<file path="src/rtl/mnist_image_loader.sv">
// Frame reader for the drawing-grid memory: walks every cell in raster order,
// thresholds each word to a fixed-point pixel and streams it over valid/ready.
module mnist_image_loader #(
    parameter int GRID_SIZE  = 28,
    parameter int ADDR_WIDTH = 16,
    parameter int DATA_WIDTH = 32,
    parameter int RD_LATENCY = 1,
    parameter logic signed [DATA_WIDTH-1:0] PIXEL_ONE = 256
) (
    input  logic                         CLOCK_50,
    input  logic                         resetn,
    input  logic                         start,
    input  logic                         abort,
    output logic [ADDR_WIDTH-1:0]        mem_read_addr,
    input  logic signed [DATA_WIDTH-1:0] mem_data_in,
    output logic signed [DATA_WIDTH-1:0] px_data,
    output logic [9:0]                   px_index,
    output logic                         px_valid,
    input  logic                         px_ready,
    output logic                         px_last,
    output logic                         busy,
    output logic                         done,
    output logic [9:0]                   ink_count
);

    localparam int         NUM_PIX  = GRID_SIZE * GRID_SIZE;
    localparam logic [9:0] LAST_IDX = 10'(NUM_PIX - 1);
    localparam logic [1:0] WAIT_INIT = 2'(RD_LATENCY);

    typedef enum logic [2:0] {
        IDLE,
        ISSUE,
        WAIT,
        PRESENT,
        FINISH
    } state_t;

    state_t     state, state_nxt;
    logic [9:0] idx;
    logic [9:0] run_count;
    logic [1:0] wait_cnt;
    logic       accept;
    logic       wait_done;
    logic       kill;

    assign accept    = px_valid && px_ready;
    // The counter is loaded with RD_LATENCY, so the final WAIT cycle sees 1.
    assign wait_done = (wait_cnt == 2'd1);
    assign kill      = abort && (state != IDLE);
    assign busy      = (state != IDLE);

    always_ff @(posedge CLOCK_50 or negedge resetn) begin
        if (!resetn) state <= IDLE;
        else         state <= state_nxt;
    end

    always_comb begin
        state_nxt = state;
        case (state)
            IDLE:    if (start && !abort) state_nxt = ISSUE;
            ISSUE:   state_nxt = WAIT;
            WAIT:    if (wait_done) state_nxt = PRESENT;
            PRESENT: if (accept) state_nxt = px_last ? FINISH : ISSUE;
            FINISH:  state_nxt = IDLE;
            default: state_nxt = IDLE;
        endcase
        if (kill) state_nxt = IDLE;
    end

    always_ff @(posedge CLOCK_50 or negedge resetn) begin
        if (!resetn) begin
            mem_read_addr <= '0;
            px_data       <= '0;
            px_index      <= '0;
            px_valid      <= 1'b0;
            px_last       <= 1'b0;
            done          <= 1'b0;
            ink_count     <= '0;
            idx           <= '0;
            run_count     <= '0;
            wait_cnt      <= '0;
        end else begin
            done <= 1'b0;
            if (kill) begin
                px_valid <= 1'b0;
            end else begin
                case (state)
                    IDLE: begin
                        if (start) begin
                            idx       <= '0;
                            run_count <= '0;
                        end
                    end
                    ISSUE: begin
                        mem_read_addr <= ADDR_WIDTH'(idx);
                        wait_cnt      <= WAIT_INIT;
                    end
                    WAIT: begin
                        wait_cnt <= wait_cnt - 2'd1;
                        if (wait_done) begin
                            // Any nonzero word, negative included, is ink.
                            px_data  <= (mem_data_in != '0) ? PIXEL_ONE : '0;
                            px_index <= idx;
                            px_last  <= (idx == LAST_IDX);
                            px_valid <= 1'b1;
                        end
                    end
                    PRESENT: begin
                        if (accept) begin
                            px_valid <= 1'b0;
                            if (px_data != '0) run_count <= run_count + 10'd1;
                            if (!px_last) idx <= idx + 10'd1;
                        end
                    end
                    FINISH: begin
                        ink_count <= run_count;
                        done      <= 1'b1;
                    end
                    default: ;
                endcase
            end
        end
    end

endmodule

</file>
<file path="config.mk">
export PLATFORM = sky130hd
export DESIGN_NAME = mnist_image_loader
export DESIGN_NICKNAME = d
export VERILOG_FILES = /design/src/rtl/mnist_image_loader.sv
export SDC_FILE = /design/constraint.sdc
export NUM_CORES = 1
export LEC_CHECK = 0
export ABC_CLOCK_PERIOD_IN_PS = 1940
export BUFFER_PORTS_ARGS = -buffer_cell sky130_fd_sc_hd__buf_2
export CORE_MARGIN = 2
export CORE_UTILIZATION = 35
export CTS_CLUSTER_DIAMETER = 120
export DETAILED_ROUTE_END_ITERATION = 12
export GPL_TIMING_DRIVEN = 0
export PLACE_DENSITY = 0.67
export SYNTH_ARGS = -nofsm -noshare
export SYNTH_HDL_FRONTEND = slang
export SYNTH_SLANG_ARGS = --single-unit
</file>
<file path="constraint.sdc">
create_clock -name CLOCK_50 -period 1.94 [get_ports CLOCK_50]
set_clock_uncertainty 0.2 [all_clocks]
set_input_delay 0.194 -clock CLOCK_50 [delete_from_list [all_inputs] [get_ports CLOCK_50]]
set_output_delay 0.194 -clock CLOCK_50 [all_outputs]
set_load 0.01 [all_outputs]
</file>
# After elaboration in Yosys (flattened, before gate mapping)

Index checks and enable logic that the tools add are counted.

Equality and inequality tests: 13
Bitwise logic cells: 1
$add $sub $neg: 3
Divide/modulo/power cells: 0
Shift-type cells: 0
Order comparisons: 0
$mul: 0
Reduce and logical (&&, ||, !) cells: 19
Mux-type cells: 21

Operator list:

| operator                                                               | number |
|---|---|
| 32-bit nonzero test                                                    | 2 |
| 10-bit two-way mux                                                     | 5 |
| 10-bit case mux with 2 select lines                                    | 2 |
| 10-bit by 1-bit adder with 10-bit output (second input constant)       | 2 |
| 3-bit two-way mux                                                      | 5 |
| 3-bit case mux with 4 select lines                                     | 1 |
| 10-bit equality test (second input constant)                           | 1 |
| 5-bit AND reduction                                                    | 2 |
| 9-bit two-way mux                                                      | 1 |
| 3-bit != test (second input constant)                                  | 3 |
| 3-bit AND reduction                                                    | 3 |
| 2-bit != test (second input constant)                                  | 4 |
| 3-bit by 2-bit equality test with 1-bit output (second input constant) | 2 |
| 2-bit AND reduction                                                    | 3 |
| 3-bit nonzero test                                                     | 2 |
| 1-bit two-way mux                                                      | 5 |
| 2-bit case mux with 2 select lines                                     | 1 |
| 2-bit nonzero test                                                     | 2 |
| 3-bit by 1-bit equality test with 1-bit output (second input constant) | 1 |
| 3-bit equality test (second input constant)                            | 1 |
| 1-bit logical AND                                                      | 3 |
| 3-bit zero test                                                        | 1 |
| 2-bit by 1-bit equality test with 1-bit output (second input constant) | 1 |
| 1-bit case mux with 2 select lines                                     | 1 |
| other kinds (3)                                                        | 3 |

Memories: 0
Bits in writable memories: 0
Input bits: 37
Latch bits: 0
Bits in registers: 90
Word-level logic and storage cells: 68
Output and inout port bits: 72
Bits in read-only memories: 0

# Longest topological paths before layout

Gate-level depths: netlist of the first run.

Word-level depth: 5
Depth in mapped cells: 7
Mapped depth without buffers: 6

# Least setup slack after synthesis of the first run

OpenSTA, ideal clock, no wires.

Path kind: register to register
Start: reg state[1]
End: reg idx[5]
Library setup time: 0.131 ns
Cell stages (with the launch flop): 7
Data arrival time: 1.570 ns
Slack: 0.038 ns
Clock period less this slack: 1.902 ns
Path buffers: 2
Data required time: 1.609 ns
Cell sequence: dfrtp_1 -> buf_2 -> or3b_1 -> a221o_1 -> clkbuf_1 -> o21ai_0 -> o31ai_1

Word-level cells in the longest chain between the ends: 4
Elaborated cells between the ends (all ways): 11
Classes of those cells: 4 x eq/ne; 1 x mux; 1 x bitwise; 5 x reduce/logical

Ends and longest elaborated chain:

| item                                                                        | RTL line | text |
|---|---|---|
| start: declaration                                                          | 38       | `state_t state, state_nxt;` |
| start signal: assignment                                                    | 54       | `else state <= state_nxt;` |
| parallel branches: the longest is 4 deep, another holds 5-bit AND reduction | -        |  |
| end signal: assignment                                                      | 112      | `if (!px_last) idx <= idx + 10'd1;` |
| end: declaration                                                            | 39       | `logic [9:0] idx;` |

Several ways; the timed one is not identified.
A chain may end at the register's enable or synchronous reset.

# Worst setup path in the final report of the first run

Ends and elaborated chain as after synthesis.

==> qor_table.md, run 1 <==
| Step | Result | This run |
|:---|:---|:---|
| critical path | Number of buffer and inverter instances along the worst setup path | 2 |
| logic synthesis | Synth Instances | 289 |
| logic synthesis | Synthesis Warnings | 0 |
| logic synthesis | Cell type with the largest total area after synthesis | sky130_fd_sc_hd__dfrtp_1 |
| grt | Global router's overall resource usage | 0.1554 |
| placement | Port buffer count | 70 |
| timing | RSZ-0062 raised after global routing | yes |
| cells and area | Count of inserted antenna diode cells | 0 |
| logic synthesis | Area of the mapped netlist | 3044 um^2 |
| clocking | CTS tree | yes |
| grt | Pin count of the biggest net entering global routing | 60 |
| timing | Final worst path period share | 1.010 |
| grt | Wire length of the first global-routing pass | 11960 um |
| power | Total power draw | 3016 uW |
| critical path | Kind of capture point of the worst setup path | flip-flop |
| logic synthesis | Number of synthesized flops with an enable pin | 0 |
| timing | Worst-margin pin slew | 761.3 ps |
| logic synthesis | Area share of fa/ha/maj cells after synthesis | 0.01233 |
| drt | Count of vias placed by the detailed router | 2563 |
| logic synthesis | Share of flip-flops with an asynchronous set or reset | 1.000 |
| timing | Worst max-slew margin expressed relative to the limit | 0.4925 |
| clocking | Number of levels in the clock H-tree | 3 |
| logic synthesis | Distinct cell type count after synthesis | 43 |
| floorplanning | Starting utilization of the core area | 0.3543 |
| floorplanning | Die X-Extent | 97.26 um |
| floorplanning | Die area | 9460 um^2 |
| timing | Max Slew Vio Count | 0 |
| run status | Result of the run | finished, violations left |
| cells and area | Layout overhead on the synthesized area | 36.91% |
| logic synthesis | Synth top area cells | sky130_fd_sc_hd__dfrtp_1 48%, sky130_fd_sc_hd__mux2_2 11%, sky130_fd_sc_hd__buf_4 9.6% |
| drt | Final wirelength | 7081 um |
| timing | Worst hold slack across all endpoints | -23.63 ps |
| critical path | Arrival @ worst endpoint | 1970 ps |
| power | Leakage power of the design | 0.002155 uW |
| floorplanning | Std-Cell Rows | 34 |
| critical path | Longest individual stage delay on the worst path | 380 ps |
| drt | Count of nets left with antenna violations after detail routing | 0 |
| placement | Pre-CTS worst setup slack | -317.6 ps |
| critical path | Worst EP required | 1950 ps |
| drt | Via density per instance | 4.791 |
| critical path | Crit-path max FO | 8 |
| cells and area | Fraction of layout cells with a size suffix above 1 | 0.4637 |
| placement | HPWL after DPL | 4763 um |
| clocking | CTS sink cnt | 59 |
| timing | Peak Freq | 510.3 MHz |
| drt | Remaining routing DRC violations | 0 |
| logic synthesis | Most frequently used cell type in the post-synthesis netlist | sky130_fd_sc_hd__dfrtp_1 |
| logic synthesis | Flip-flop and latch count after synthesis | 59 |
| floorplanning | I/O pins | 109 |
| logic synthesis | Sequential fraction of the synthesis area | 0.4850 |
| clocking | Worst-Skew Late Latency | 340 ps |
| clocking | Post-CTS clock slew at the launch and capture registers of the worst setup and hold paths | 60 ps |
| cells and area | Final cell count without fillers | 535 |
| timing | Final Hold Vio Count | 1 |
| power | Worst ir drop on vdd | 0.5450 mV |
| drt | 1st-iter DRT viols | 136 |
| logic synthesis | Proportion of synthesized area in mux cells | 0.1180 |
| floorplanning | Core area | 8593 um^2 |
| critical path | Crit path max-delay family | compound AO/OA/AOI/OAI gates |
| critical path | Startpoint kind of the worst setup timing path | flip-flop |
| logic synthesis | Largest family of logic cells by synthesized area | simple AND/OR/NAND/NOR gates |
| flow run | Max-cap violation count | 0 |
| clocking | Max clock buf depth | 2 |
| logic synthesis | Cell types with the highest counts after synthesis | 59 x sky130_fd_sc_hd__dfrtp_1, 39 x sky130_fd_sc_hd__buf_4, 32 x sky130_fd_sc_hd__o21ai_0, 30 x sky130_fd_sc_hd__mux2_2, 21 x sky130_fd_sc_hd__nand2_1 |
| placement | Weighted congestion reported at the end of routability-driven placement | 0.9029 |
| drt | Wire length per cell | 13.24 um |
| critical path | Highest-delay cell along the critical path | sky130_fd_sc_hd__dfrtp_1 |
| logic synthesis | Area fraction in and, or, nand and nor cells after synthesis | 0.1504 |
| drt | Router iterations before antenna repair | 4 |
| logic synthesis | Main flop type after synthesis | sky130_fd_sc_hd__dfrtp_1 |
| clocking | Num CTS Buffers | 9 |
| grt | Overflow after GRT | 0 |
| grt | Via count of the first global-routing pass | 2473 |
| cells and area | Final core area utilization | 0.4850 |
| logic synthesis | Post-synthesis compound-gate area fraction | 0.1155 |
| timing | Final critical-path required period | 1960 ps |
| worst hold path | Worst min-delay path category | input pin to flip-flop |
| critical path | Cell breakdown of the critical path | buf_6, or3b_4, a221o_1, buf_8, o21ai_2, o31ai_1 |
| logic synthesis | Synthesized area per cell | 10.53 um^2 |
| timing | Final setup margin | -19.70 ps |
| power | Total power divided by cell area | 723.6 nW/um^2 |
| logic synthesis | Xor and xnor fraction of the mapped netlist area | 0 |
| logic synthesis | Area share of the largest cell type after synthesis | 0.4850 |
| critical path | Crit Path Category | flip-flop to flip-flop |
| clocking | Clk root buf | sky130_fd_sc_hd__clkbuf_8 |
| timing | Total of endpoints with negative setup slack in the final report | 5 |
| run status | Failing checks | hold timing, setup timing |
| placement | Number of placed instances, taps included | 503 |
| grt | Number of antenna violations at the first check in global routing | 0 |
| cells and area | Number of nets in the final layout | 465 |
| floorplanning | Height of the chip | 97.26 um |
cells in the final DEF, fill, tap and decap left out, types with 3 or more instances in the layout:
| cell | synthesis | final |
|---|---|---|
| sky130_fd_sc_hd__nand3b_1 | 3 | 3 |
| sky130_fd_sc_hd__conb_1 | 1 | 37 |
| sky130_fd_sc_hd__a21oi_1 | 9 | 8 |
| sky130_fd_sc_hd__nor2_1 | 12 | 12 |
| sky130_fd_sc_hd__nand4_1 | 6 | 6 |
| sky130_fd_sc_hd__dfrtp_2 | 0 | 3 |
| sky130_fd_sc_hd__nand2_1 | 21 | 18 |
| sky130_fd_sc_hd__o21ai_0 | 32 | 10 |
| sky130_fd_sc_hd__buf_4 | 39 | 52 |
| sky130_fd_sc_hd__o21ai_2 | 0 | 8 |
| sky130_fd_sc_hd__buf_6 | 0 | 4 |
| sky130_fd_sc_hd__nor4_1 | 10 | 9 |
| sky130_fd_sc_hd__dfrtp_1 | 59 | 56 |
| sky130_fd_sc_hd__and3_1 | 4 | 4 |
| sky130_fd_sc_hd__o31ai_1 | 4 | 4 |
| sky130_fd_sc_hd__clkbuf_8 | 0 | 11 |
| sky130_fd_sc_hd__ha_1 | 3 | 3 |
| sky130_fd_sc_hd__mux2_2 | 30 | 29 |
| sky130_fd_sc_hd__nor4_4 | 1 | 3 |
| sky130_fd_sc_hd__inv_1 | 6 | 6 |
| sky130_fd_sc_hd__o21ai_1 | 0 | 14 |
| sky130_fd_sc_hd__dlygate4sd3_1 | 0 | 6 |
| sky130_fd_sc_hd__buf_2 | 4 | 69 |
| sky130_fd_sc_hd__clkinv_2 | 0 | 3 |
| sky130_fd_sc_hd__nand3_1 | 5 | 5 |
| sky130_fd_sc_hd__a31oi_1 | 7 | 7 |
state kept, by name, indices dropped and copies added, names as in the netlist:
name,flops
run_count,10
ink_count,10
px_index,10
px_last,1
px_valid,1
wait_cnt,2
done,1
idx,10
state,3
mem_read_addr,10
px_data,1
stage by stage:
step / area, um^2 / setup TNS [ps]
final: 4168 / -59.29
after global routing: 4168 / -866.4
after CTS: 4068 / -373.6
after detailed placement: 3665 / -6860
after global placement: 3665 / -5839
after floorplan: 3179 / 0
cells by family after synthesis:
group           Yosys count
compound gates           60
mux                      32
other cells               1
flops                    59
buf+inv                  55
fa+ha+maj                 3
simple gates             79
worst paths after layout:
check                                          endpoint  slack (ps)  cells past startpoint                      from
setup / recovery                     idx[5]$_DFFE_PN0P_         -20                      6      state[1]$_DFFE_PN0P_
hold / removal                   px_data[8]$_DFFE_PN0P_         -20                      5            mem_data_in[4]
setup reg to reg                     idx[5]$_DFFE_PN0P_         -20                      6      state[1]$_DFFE_PN0P_
hold reg to reg                run_count[9]$_DFFE_PN0P_         280                      1  run_count[9]$_DFFE_PN0P_
max in group asynchronous          state[0]$_DFFE_PN0P_         720                      2                    resetn
min in group asynchronous  mem_read_addr[5]$_DFFE_PN0P_         240                      2                    resetn
repair_timing:
action | 4_1_cts | 5_1_grt
hold buffers | 8 | 0
hold endpoints to repair | 57 | 0
pin swaps | 6 | 7
setup buffers | 6 | 5
endpoints found under the setup margin | 51 | 35
gates resized for setup | 28 | 40
gates cloned | 1 | 1
area by class of cell:
cell class / instances / area (um^2)
Tap cell: 108 / 135.1
Fill cell: 837 / 4425
Inverter: 7 / 26.28
Sequential cell: 59 / 1480
Clock inverter: 4 / 45.04
Multi-Input combinational cell: 211 / 1446
Timing Repair Buffer: 89 / 538.0
Buffer: 48 / 372.9
Clock buffer: 9 / 123.9
layer usage:
metal | wire length, um | global-route usage | vias to the layer above | part of all wire
li1 | - | - | 1255 | -
met1 | 2980 | 0.1860 | 1217 | 0.42
met2 | 3534 | 0.2596 | 76 | 0.50
met3 | 392 | 0.05036 | 15 | 0.055
met4 | 174 | 0.06303 | 0 | 0.025
met5 | 0 | 0 | - | 0
power by group:
group,switching (uW),total (uW),leakage [uW],internal [uW]
Sequential,70.8,1370,0.000808,1300
Clock,452,1020,0.0000906,564
Combinational,343,633,0.00126,290
worst reg2reg max path, delay by kind of cell, from the launching register on:
family | cells | cell delay (ps)
buf+inv | 2 | 300
compound gates | 3 | 580
flops | 1 | 380
simple gates | 1 | 380
Note: power is estimated with default switching activity, not from simulation.
==> inputs of run 2 (changes only) <==
Settings changed: ABC_AREA set to 1, PLACE_DENSITY 0.67 to 0.66, RECOVER_POWER set to 25.
==> qor_table.md, run 2 <==
| Step | Result | This run | Delta |
|:---|:---|:---|:---|
| logic synthesis | Synthesized area per cell | 7.704 um^2 | -27% |
| drt | Metal1 wirelength | 3109 um | +4.3% |
| cells and area | Commonest non-fill, non-tap cells in the layout | 122 x sky130_fd_sc_hd__nand2_1, 59 x sky130_fd_sc_hd__dfrtp_1, 47 x sky130_fd_sc_hd__buf_2 |  |
| grt | Overflow after GRT | 0 | unchanged |
| cells and area | Leading cell type in the layout, fill and taps excluded | sky130_fd_sc_hd__nand2_1 |  |
| logic synthesis | Main flop type after synthesis | sky130_fd_sc_hd__dfrtp_1 |  |
| drt | Total met3 wirelength after detailed routing | 492 um | +26% |
| cells and area | Layout overhead on the synthesized area | 25.25% |  |
| drt | Count of nets left with antenna violations after detail routing | 0 | unchanged |
| floorplanning | I/O pins | 109 | unchanged |
| critical path | Worst setup path startpoint | state[2]$_DFFE_PN0P_ |  |
| drt | Final wirelength | 7338 um | +3.6% |
| clocking | Num CTS Buffers | 9 | unchanged |
| drt | Wire length per cell | 11.38 um | -14% |
| power | Worst ir drop on vdd | 0.3211 mV | -41% |
| worst hold path | Hold path startpoint | mem_data_in[15] |  |
| cells and area | Sequential cell area | 1476 um^2 | -0.25% |
| power | Leakage power of the design | 0.002005 uW | -7.0% |
| timing | Final critical-path required period | 1708 ps | -252.0 ps |
| clocking | Clk root buf | sky130_fd_sc_hd__clkbuf_8 |  |
| clocking | CTS tree | yes |  |
| grt | Number of antenna violations at the first check in global routing | 0 | unchanged |
| cells and area | Final cell count without fillers | 645 | +21% |
| logic synthesis | Cell type with the largest total area after synthesis | sky130_fd_sc_hd__dfrtp_1 |  |
| logic synthesis | Area share of the largest cell type after synthesis | 0.4640 | -0.02098 |
| placement | Placed cell areas | 3807 um^2 | +3.9% |
| cells and area | Total area of multi-input combinational cells | 1361 um^2 | -5.9% |
| critical path | Startpoint of the lowest-slack register-to-register path | state[2]$_DFFE_PN0P_ |  |
| floorplanning | Die area | 9869 um^2 | +4.3% |
| grt | Pin count of the biggest net entering global routing | 60 | unchanged |
| placement | Weighted congestion reported at the end of routability-driven placement | 0.8734 | -3.3% |
| clocking | Post-CTS setup buffers | 0 | -6 |
| logic synthesis | Synth top area cells | sky130_fd_sc_hd__dfrtp_1 46%, sky130_fd_sc_hd__nand2_1 14%, sky130_fd_sc_hd__buf_4 9.0% |  |
| timing | Final total negative setup slack | 0 ps | +59.29 ps |
| logic synthesis | Synthesis Warnings | 0 | unchanged |
| critical path | Kind of capture point of the worst setup path | flip-flop |  |
| flow run | Max-cap violation count | 0 | unchanged |
| timing | RSZ-0062 raised after global routing | no |  |
| logic synthesis | Most frequently used cell type in the post-synthesis netlist | sky130_fd_sc_hd__nand2_1 |  |
| floorplanning | Die X-Extent | 99.35 um | +2.1% |
| logic synthesis | Flip-flop and latch count after synthesis | 59 | unchanged |
| clocking | Number of levels in the clock H-tree | 3 | unchanged |
| cells and area | Fraction of layout cells with a size suffix above 1 | 0.2048 | -0.2589 |
| logic synthesis | Distinct cell type count after synthesis | 24 | -44% |
| critical path | Arrival @ worst endpoint | 1730 ps | -240 ps |
| timing | Worst max-slew margin expressed relative to the limit | 0.4572 | -0.03533 |
| drt | Via density per instance | 4.498 | -6.1% |
| drt | Remaining routing DRC violations | 0 | unchanged |
| cells and area | Number of nets in the final layout | 573 | +23% |
| timing | Final worst path period share | 0.8802 | -0.1299 |
| floorplanning | Std-Cell Rows | 34 | unchanged |
| drt | Count of vias placed by the detailed router | 2901 | +13% |
| placement | Port buffer count | 71 | +1.4% |
| grt | Global router's overall resource usage | 0.1618 | +0.006390 |
| timing | Final Hold Vio Count | 0 | -1 |
| critical path | Worst EP required | 1960 ps | about the same |
| drt | Amount of wire on met2 after detailed routing | 3647 um | +3.2% |
| grt | Via count of the first global-routing pass | 2879 | +16% |
| logic synthesis | Sequential fraction of the synthesis area | 0.4640 | -0.02098 |
| placement | Number of placed instances, taps included | 628 | +25% |
| worst hold path | Worst min-delay path category | input pin to flip-flop |  |
| critical path | Crit-path max FO | 10 | +2 |
| critical path | Crit Path Category | flip-flop to flip-flop |  |
| timing | Peak Freq | 585.6 MHz | +15% |
| critical path | Startpoint kind of the worst setup timing path | flip-flop |  |
| logic synthesis | Cell types with the highest counts after synthesis | 122 x sky130_fd_sc_hd__nand2_1, 59 x sky130_fd_sc_hd__dfrtp_1, 39 x sky130_fd_sc_hd__o21ai_0, 38 x sky130_fd_sc_hd__buf_4, 36 x sky130_fd_sc_hd__nor2_1 |  |
| logic synthesis | Synth Instances | 413 | +43% |
| cells and area | Count of inserted antenna diode cells | 0 | unchanged |
| timing | Worst hold slack across all endpoints | 66.86 ps | +90.49 ps |
| logic synthesis | Share of flip-flops with an asynchronous set or reset | 1.000 | unchanged |
| logic synthesis | Area of the mapped netlist | 3182 um^2 | +4.5% |
| timing | Total of endpoints with negative setup slack in the final report | 0 | -5 |
| cells and area | Number of inserted filler cells in the final layout | 904 | +8.0% |
| power | Total power divided by cell area | 916.8 nW/um^2 | +27% |
| clocking | Worst-Skew Late Latency | 340 ps | about the same |
| floorplanning | Height of the chip | 99.35 um | +2.1% |
| timing | Final setup margin | 232.3 ps | +252.0 ps |
| drt | Highest routed layer | met4 |  |
| drt | 1st-iter DRT viols | 179 | +32% |
| clocking | Max clock buf depth | 2 | unchanged |
| clocking | Post-CTS clock slew at the launch and capture registers of the worst setup and hold paths | 60 ps | about the same |
| logic synthesis | Number of synthesized flops with an enable pin | 0 | unchanged |
| floorplanning | Starting utilization of the core area | 0.3631 | +0.008827 |
| placement | HPWL after DPL | 5386 um | +13% |
| timing | Worst-margin pin slew | 814.3 ps | +52.99 ps |
| drt | Router iterations before antenna repair | 4 | unchanged |
| cells and area | Final standard cell area without fillers | 3985 um^2 | -4.4% |
| floorplanning | Core area | 8763 um^2 | +2.0% |
| timing | Max Slew Vio Count | 0 | unchanged |
| grt | Wire length of the first global-routing pass | 12810 um | +7.1% |
| clocking | CTS sink cnt | 59 | unchanged |
| run status | Result of the run | finished clean |  |
| placement | Pre-CTS worst setup slack | 241.6 ps | +559.2 ps |
## run 2: path summary, 6_finish.rpt
kind | end | slack (ps) | depth (start not counted)
setup / recovery | px_index[9]$_DFFE_PN0P_ | 230 | 7
hold / removal | px_data[8]$_DFFE_PN0P_ | 70 | 7
setup reg to reg | px_index[9]$_DFFE_PN0P_ | 230 | 7
hold reg to reg | ink_count[1]$_DFFE_PN0P_ | 270 | 2
max in group asynchronous | px_index[0]$_DFFE_PN0P_ | 700 | 2
min in group asynchronous | ink_count[2]$_DFFE_PN0P_ | 300 | 2
## run 2: kinds of logic after synthesis
family	synth area share
compound gates	0.09281
fa+ha+maj	0.01180
flops	0.4640
buf+inv	0.1506
xor+xnor	0.002753
other cells	0.001179
simple gates	0.2768
## run 2: layout make-up
class                      instances  area share
clock buffer                      13     0.03987
buffer                            49     0.08634
timing repair buffer              73     0.08509
sequential                        59      0.3705
multi-input combinational        305      0.3416
inverter                          36     0.03391
tap                              108     0.03391
clock inverter                     2    0.008791
## run 2: power by group
group	total [uW]	switching (uW)	internal [uW]	leakage (uW)
clock	1130	474	655	0.0000995
sequential	1420	85.5	1340	0.000793
combinational	1100	750	352	0.00111
total	3650	1310	2340	0.00200
## run 2: stage by stage
step	utilization	power (uW)
floorplan	-	2191
global placement	0.4345	2518
detailed placement	0.4345	2547
CTS	0.4589	3698
global route	0.4547	3902
finish	0.4547	3654
## run 2: repair_timing
action                    4_1_cts  5_1_grt
hold buffers                    2        0
hold endpoints to repair       15        0
resized for setup               0        0
## run 2: routing by layer
metal | up-vias | global-route usage
met5 | - | 0
met4 | 0 | 0.06322
met3 | 8 | 0.04498
met2 | 101 | 0.2812
met1 | 1308 | 0.1895
li1 | 1484 | -
## run 2: critical path, cell delays in order, from the launching register on
cell and delay (ps):
sky130_fd_sc_hd__dfrtp_1 410, sky130_fd_sc_hd__inv_2 150, sky130_fd_sc_hd__nand3_2 130, sky130_fd_sc_hd__nor2_4 180
sky130_fd_sc_hd__nand2_1 140, sky130_fd_sc_hd__buf_2 220, sky130_fd_sc_hd__nand2_1 70, sky130_fd_sc_hd__o21ai_0 80
